## config.mk

```make
export PLATFORM = sky130hd
export DESIGN_NAME = writeback_unit
export DESIGN_NICKNAME = d
export VERILOG_FILES = /design/src/rtl/writeback_unit.sv
export SDC_FILE = /design/constraint.sdc
export NUM_CORES = 1
export LEC_CHECK = 0
export ABC_CLOCK_PERIOD_IN_PS = 4800
export CORE_UTILIZATION = 57
export CTS_BUF_LIST = sky130_fd_sc_hd__clkbuf_4 sky130_fd_sc_hd__clkbuf_8
export DETAILED_ROUTE_END_ITERATION = 12
export PLACE_DENSITY = 0.82
export SLEW_MARGIN = 15
export SYNTH_ARGS = -nofsm -noshare
export SYNTH_HDL_FRONTEND = slang
export SYNTH_SLANG_ARGS = --single-unit
```

## constraint.sdc

```tcl
create_clock -name clk -period 4.8 [get_ports clk]
set_clock_uncertainty 0.1 [all_clocks]
set_input_delay 0.72 -clock clk [delete_from_list [all_inputs] [get_ports clk]]
set_output_delay 0.72 -clock clk [all_outputs]
set_load 0.01 [all_outputs]
```

## src/rtl/writeback_unit.sv

```systemverilog
// Writeback arbiter: merges an unstalled ALU result stream with a queued
// load-result stream into one registered register-file write port, and
// keeps a per-register scoreboard of loads still in flight.
module writeback_unit #(
    parameter int LQ_DEPTH = 4
) (
    input  logic                      clk,
    input  logic                      rst_n,
    input  logic                      alu_valid,
    input  logic [4:0]                alu_rd,
    input  logic [31:0]               alu_data,
    input  logic                      ld_valid,
    output logic                      ld_ready,
    input  logic [4:0]                ld_rd,
    input  logic [31:0]               ld_data,
    input  logic                      issue_ld,
    input  logic [4:0]                issue_rd,
    output logic                      rf_we,
    output logic [5:0]                rf_rd,
    output logic [31:0]               rf_data,
    output logic [31:0]               pending,
    output logic [$clog2(LQ_DEPTH):0] lq_count
);

    localparam int PW = $clog2(LQ_DEPTH);
    localparam logic [PW:0] DEPTH_C = (PW + 1)'(LQ_DEPTH);

    logic [4:0]    lq_rd   [LQ_DEPTH];
    logic [31:0]   lq_data [LQ_DEPTH];
    logic [PW-1:0] wr_ptr;
    logic [PW-1:0] rd_ptr;

    logic          push;
    logic          pop;
    logic          sel_valid;
    logic [4:0]    sel_rd;
    logic [31:0]   sel_data;
    logic [31:0]   set_mask;
    logic [31:0]   clr_mask;
    logic [31:0]   pending_nxt;

    // Queue handshake, ALU-first arbitration and scoreboard next value.
    // pop only looks at the registered count, so an entry pushed this cycle
    // can never be popped in the same cycle.
    always_comb begin
        ld_ready  = (lq_count < DEPTH_C);
        push      = ld_valid && ld_ready;
        pop       = !alu_valid && (lq_count != '0);
        sel_valid = alu_valid || pop;
        sel_rd    = alu_valid ? alu_rd   : lq_rd[rd_ptr];
        sel_data  = alu_valid ? alu_data : lq_data[rd_ptr];

        set_mask = '0;
        clr_mask = '0;
        if (issue_ld && (issue_rd != 5'd0)) begin
            set_mask[issue_rd] = 1'b1;
        end
        if (pop) begin
            clr_mask[lq_rd[rd_ptr]] = 1'b1;
        end
        // Set is applied after clear so a same-cycle reissue keeps the bit.
        pending_nxt    = (pending & ~clr_mask) | set_mask;
        pending_nxt[0] = 1'b0;
    end

    // Queue storage; contents are don't-care until written, so no reset.
    always_ff @(posedge clk) begin
        if (push) begin
            lq_rd[wr_ptr]   <= ld_rd;
            lq_data[wr_ptr] <= ld_data;
        end
    end

    // Pointers, occupancy, scoreboard and the registered write port.
    always_ff @(posedge clk or negedge rst_n) begin
        if (!rst_n) begin
            wr_ptr   <= '0;
            rd_ptr   <= '0;
            lq_count <= '0;
            pending  <= '0;
            rf_we    <= 1'b0;
            rf_rd    <= '0;
            rf_data  <= '0;
        end else begin
            if (push) begin
                wr_ptr <= wr_ptr + 1'b1;
            end
            if (pop) begin
                rd_ptr <= rd_ptr + 1'b1;
            end
            case ({push, pop})
                2'b10:   lq_count <= lq_count + 1'b1;
                2'b01:   lq_count <= lq_count - 1'b1;
                default: lq_count <= lq_count;
            endcase
            pending <= pending_nxt;
            // x0 writes are still consumed, they just never assert rf_we.
            rf_we <= sel_valid && (sel_rd != 5'd0);
            if (sel_valid) begin
                rf_rd   <= {1'b0, sel_rd};
                rf_data <= sel_data;
            end
        end
    end

endmodule

```

# After elaboration in Yosys (flattened, before gate mapping)
# Memory sizes are Yosys's and may differ from the RTL's.
# Index checks and enable logic that the tools add are counted.
# word_totals
word_cells	46
regBits	76
ram_bits	148
output_inout_bits	75
memories	2
# classes
order_cmp	5
n_eq_ne	2
n_reduce_logical	12
bitwise_logic	3
n_addsub	4
n_mux	11
# mem_list
memory	depth	word_bits	rd	rd_clocked_by_memory_dff	write_ports	line_no	source
lq_data	4	32	1	0	1	29	logic [31:0] lq_data [LQ_DEPTH];
lq_rd	4	5	1	0	1	28	logic [4:0] lq_rd [LQ_DEPTH];
# ops
cell	count
2-to-1 mux 32 bit	3
bitwise AND 32 bit	1
inverter 32 bit	1
OR 32 bit	1
< comparator 5 x 6 -> 1 bit, second input constant	2
demux 1 bit (select 5 bit)	2
greater-or-equal comparator 5 x 1 -> 1 bit, second input constant	2
nonzero test 5 bit	2
logical AND 1 bit	6
case mux 3 bit (2 select lines)	1
2-to-1 mux 5 bit	1
adder 2 x 1 -> 2 bit, second input constant	2
2-to-1 mux 1 bit	4
adder 3 x 1 -> 3 bit, second input constant	1
< comparator 3 bit, second input constant	1
nonzero test 3 bit	1
subtractor 3 x 1 -> 3 bit, second input constant	1
equality test 2 x 1 -> 1 bit, second input constant	1
equality test 2 bit, second input constant	1
nonzero test 2 bit	1
logical NOT 1 bit	1
logical OR 1 bit	1

# Logic depth before layout (Yosys ltp)
# An unclocked memory read counts as a cell.
# depth
word_depth	9
ltp_mapped	9
mapped_depth_nobuf	8

# Least setup slack after synthesis
# No wires, ideal clock.
# synth_path
path_kind	input to register
from	in ld_valid
to	mem lq_data[0][0], enable pin
t_required_ns	4.302
slack_ns	2.312
t_arrival_ns	1.990
cell_stages	3
cell_sequence	nor2b_1 -> clkbuf_1 -> and2_1
# synth_via
elab_chain_cells	3
# synth_lines
element	line_no	source
start, declared	12	input logic ld_valid,
logical AND 1 bit	47	push = ld_valid && ld_ready;
2-to-1 mux 1 bit	68	if (push) begin
2-to-1 mux 1 bit (not written as such)	70	lq_data[wr_ptr] <= ld_data;
end, declared	29	
# Every way passes these cells.

# Final worst setup path
# layout_path
from	reg rd_ptr[1]
to	reg pending[10]
# layout_via
elab_chain_cells	9
word_cells_on_any_way	10
classes_between	order compare: 2; mux: 3; bitwise: 3; reduce/logical: 1; memory: 1
# layout_lines
element	line_no	source
start, declared	31	logic [PW-1:0] rd_ptr;
start signal, assigned	89	rd_ptr <= rd_ptr + 1'b1;
memory (4 x 5 bit) *	n/a	
< comparator 5 x 6 -> 1 bit (not written as such) / greater-or-equal comparator 5 x 1 -> 1 bit (equally long branches)	59	clr_mask[lq_rd[rd_ptr]] = 1'b1;
logical AND 1 bit (not written as such)	59	
2-to-1 mux 1 bit (not written as such)	59	
demux 1 bit (select 5 bit) *	59	
2-to-1 mux 32 bit *	58	if (pop) begin
inverter 32 bit *	62	pending_nxt = (pending & ~clr_mask) | set_mask;
bitwise AND 32 bit *	62	
OR 32 bit *	62	
named net pending_nxt[10]	40	logic [31:0] pending_nxt;
end signal, assigned	96	pending <= pending_nxt;
end, declared	21	output logic [31:0] pending,
# Mark *: on every way through the listed nets, which the timed path passes. The rest lies on a longest branch.
# A chain may end at the register's enable or synchronous reset.

==> Implementation_results.wiki <==
{| class="wikitable"
! Metric !! Value
|-
| Run status || complete, no violations
|-
| Worst setup path category || reg2reg
|-
| Layout net count || approximately 830
|-
| Fraction of registers with async set or reset after synthesis || 0.3393
|-
| CTS H-tree depth || 2
|-
| Dominant combinational cell family by area after synthesis || multiplexers
|-
| Arrival time of data at the critical path endpoint || 3.00 ns
|-
| Final Hold Fails || 0
|-
| Dominant synthesized flop cell || edfxtp_1
|-
| Kind of path behind the tightest hold check || in2async
|-
| Io pins || 159
|-
| Multiplexer share of the synthesized area || 0.1371
|-
| Data required time of the critical path || 5.09 ns
|-
| Initial DRC Count || 386
|-
| Cell taking the most area after synthesis || edfxtp_1
|-
| Final setup violating endpoints || 0
|-
| Initial cell density of the core || 0.5874
|-
| Via/cell ratio || ~5.6
|-
| Unique cell type count in the Yosys netlist || 37
|-
| Most common cell in the netlist || edfxtp_1
|-
| Setup crit start || rd_ptr[1]
|-
| Crit path cell chain || mux4_2 -> or4b_1 -> o21ai_1 -> nand2_1
|-
| Setup Total Neg Slack || 0 ns
|-
| Share of the synthesized area in the top cell type || 0.4940
|-
| Width of the die || 127.6 microns
|-
| Number of antenna violations at the first check in global routing || 1
|-
| Power density cells || 589.8 mW/mm^2
|-
| Cell with the biggest individual delay on the critical path || dfrtp_2
|-
| Number of nets with antenna violations after routing || 0
|-
| Design Power || 6741 uW
|-
| Max-slew headroom at the worst pin || 0.2950
|-
| Drt drc || 0
|-
| Sinks on the clock net || 224
|-
| Maximum net fanout on the critical path || 42
|-
| Post-synthesis simple-gate area fraction || 0.07065
|-
| Cell types occupying the most area after synthesis || edfxtp_1 (49%), dfrtp_1 (21%), mux4_2 (9.3%), mux2i_1 (4.5%), nand2_1 (3.8%)
|-
| Final routed wirelength across all metal layers || 19140 microns
|-
| Post-synthesis instance area || 0.008996 sq mm
|-
| Synth Area in Compound Gates || 0.04965
|-
| Detail Placement HPWL || 12010 microns
|-
| Final routed wire length divided by cell count || 19.55 microns
|-
| Post-synthesis average cell area || around 16 sq um
|-
| Crit path buffers/inverters || 0
|-
| Type of destination of the critical path || flop
|-
| Number of diodes added for antenna fixing || 0
|-
| Largest net degree at the start of global routing || 77
|-
| Critical Path Max Stage Delay || 1.07 ns
|-
| Overall die height || between 100 and 150 microns
|-
| Fraction of the mapped netlist area in adder cells || 0.009179
|-
| Sum of overflow across all layers after global routing || 0
|-
| Family of cells with the greatest summed delay on the critical path || flip-flops
|-
| GP Congestion || about 0.84
|-
| Count of TritonRoute iterations in the first routing pass || 5
|-
| Share of the core filled with cells in the final layout || 0.7463
|-
| Post-layout minimum cycle time || 2.718 ns
|-
| Deepest clock path buffer count || 3
|-
| Clock-pin transition on the worst setup and hold timing paths || 0.06 ns
|-
| GRT Overall Usage || 0.2452
|-
| Warnings from Yosys || 0
|-
| Gates resized, CTS repair || 0
|-
| Core footprint || 0.01531 sq mm
|-
| Wire length of the first global-routing pass || 29930 microns
|-
| Post-synth top cells || edfxtp_1 (148), nand2_1 (90), dfrtp_1 (76)
|-
| Buffers inserted during post-CTS setup optimization || 0
|-
| Number of enable-type register cells in the synthesized netlist || 148
|-
| Static Leak || ~0.0042 uW
|-
| Startpoint type of the worst setup path || flop
|-
| Worst Max-Slew Pin Slew || between 1 and 1.5 ns
|-
| Final Slew Violations || 0
|-
| CTS tree || built
|-
| Via count of the first global-routing pass || 5807
|-
| Clock root buffer || clkbuf_8
|-
| Fraction of final layout cells with drive strength greater than 1 || 0.1419
|-
| Share of the yosys chip area belonging to registers || 0.7054
|-
| Worst vdd rail ir drop || 0.0003589 V
|-
| Post-CTS Hold Fix Bufs || 0
|-
| Max Cap Violations || 0
|-
| Unrepaired setup endpoints after global routing || no
|-
| Port Buffer Count || roughly 160
|-
| DIE AREA || around 0.016 sq mm
|-
| Area delta synth->final || 27.05%
|-
| Crit Reg-Reg Startpoint || rd_ptr[1]
|-
| Number of clock buffers inserted by TritonCTS || 35
|-
| Flops & latches, synth || 224
|-
| Post-synthesis xor/xnor area fraction || 0.005841
|-
| Core Rows || 45
|-
| Post-Synthesis Cells || 579
|-
| Final period utilization || 0.5663
|-
| Latest clock arrival within the worst-skew pair || 0.51 ns
|-
| Highest Clock Rate || 367.9 MHz
|-
| Worst slack on hold paths || 0.2864 ns
|-
| Count of vias placed by the detailed router || about 5500
|}
[where the power goes]
group,internal (uW),switching [uW],leakage (uW)
Sequential,2570,341,0.00224
Clock,951,734,0.000387
Combinational,1140,1000,0.00156
Total,4660,2080,0.00419
[final cells by class]
type | instances | area (sq um)
clock inverters | 19 | 175.2
flip-flops and latches | 224 | 6349
fillers | 932 | 3885
well taps | 211 | 264.0
repair buffers | 159 | 1577
clock buffers | 45 | 569.3
inverters | 7 | 26.28
multi-input cells | 314 | 2470
[logic make-up (layout without fill, tap and decap cells)]
kind of cell,Yosys count,after routing
AOI/OAI and AO/OA,83,83
xor gates and xnor gates,6,6
adders and majority gates,6,6
buffers and inverters,42,230
DFF,224,224
muxes,77,77
other,1,2
and+or+nand+nor,140,140
[per-stage QoR]
| step | worst slack (ns) | std cells | area (sq um) |
|---|---|---|---|
| after global placement | 1.861 | 915 | 10690 |
| after floorplan | 2.312 | 580 | 9000 |
| final | 2.082 | 979 | 11430 |
| after detailed placement | 1.795 | 915 | 10690 |
| after CTS | 2.069 | 979 | 11430 |
| after global routing | 1.954 | 979 | 11430 |
[per-layer routing]
metal,vias up,part of all wire,global-route usage
li1,2481,-,-
met1,2754,0.40,0.3078
met2,212,0.52,0.4221
met3,40,0.056,0.04313
met4,0,0.027,0.1093
met5,-,0,0
[cells in the final DEF (no fill, tap or decap), types with 4 or more instances in the layout]
master / n
ha_1: 5
o21ai_0: 47
a41oi_1: 5
dfrtp_1: 74
clkbuf_4: 8
nand2b_1: 6
and2_2: 4
clkbuf_8: 37
clkinv_1: 6
a31oi_1: 4
a21oi_1: 15
clkinv_2: 6
xnor2_1: 4
clkdlybuf4s50_1: 154
nand2_1: 90
buf_4: 4
o21ai_1: 9
nor2_1: 14
inv_1: 7
mux4_2: 37
edfxtp_1: 148
mux2i_1: 40
nor2b_1: 6
[state kept, by name (all words and copies together) (netlist names)]
name	cells
pending	31
rd_ptr	2
rf_data	32
rf_rd	5
lq_count	3
lq_data	128
wr_ptr	2
rf_we	1
lq_rd	20
[worst paths after layout]
kind | endpoint | slack (ns) | cells past startpoint
worst max-delay path | pending[10] | 2.08 | 4
worst min-delay path | rf_data[22] | 0.29 | 1
worst max register to register | pending[10] | 2.08 | 4
worst min register to register | rf_data[23] | 0.38 | 2
max in group asynchronous | rd_ptr[0] | 3.61 | 1
min in group clk | rf_data[23] | 0.38 | 2
Note: power is estimated with default switching activity, not from simulation.
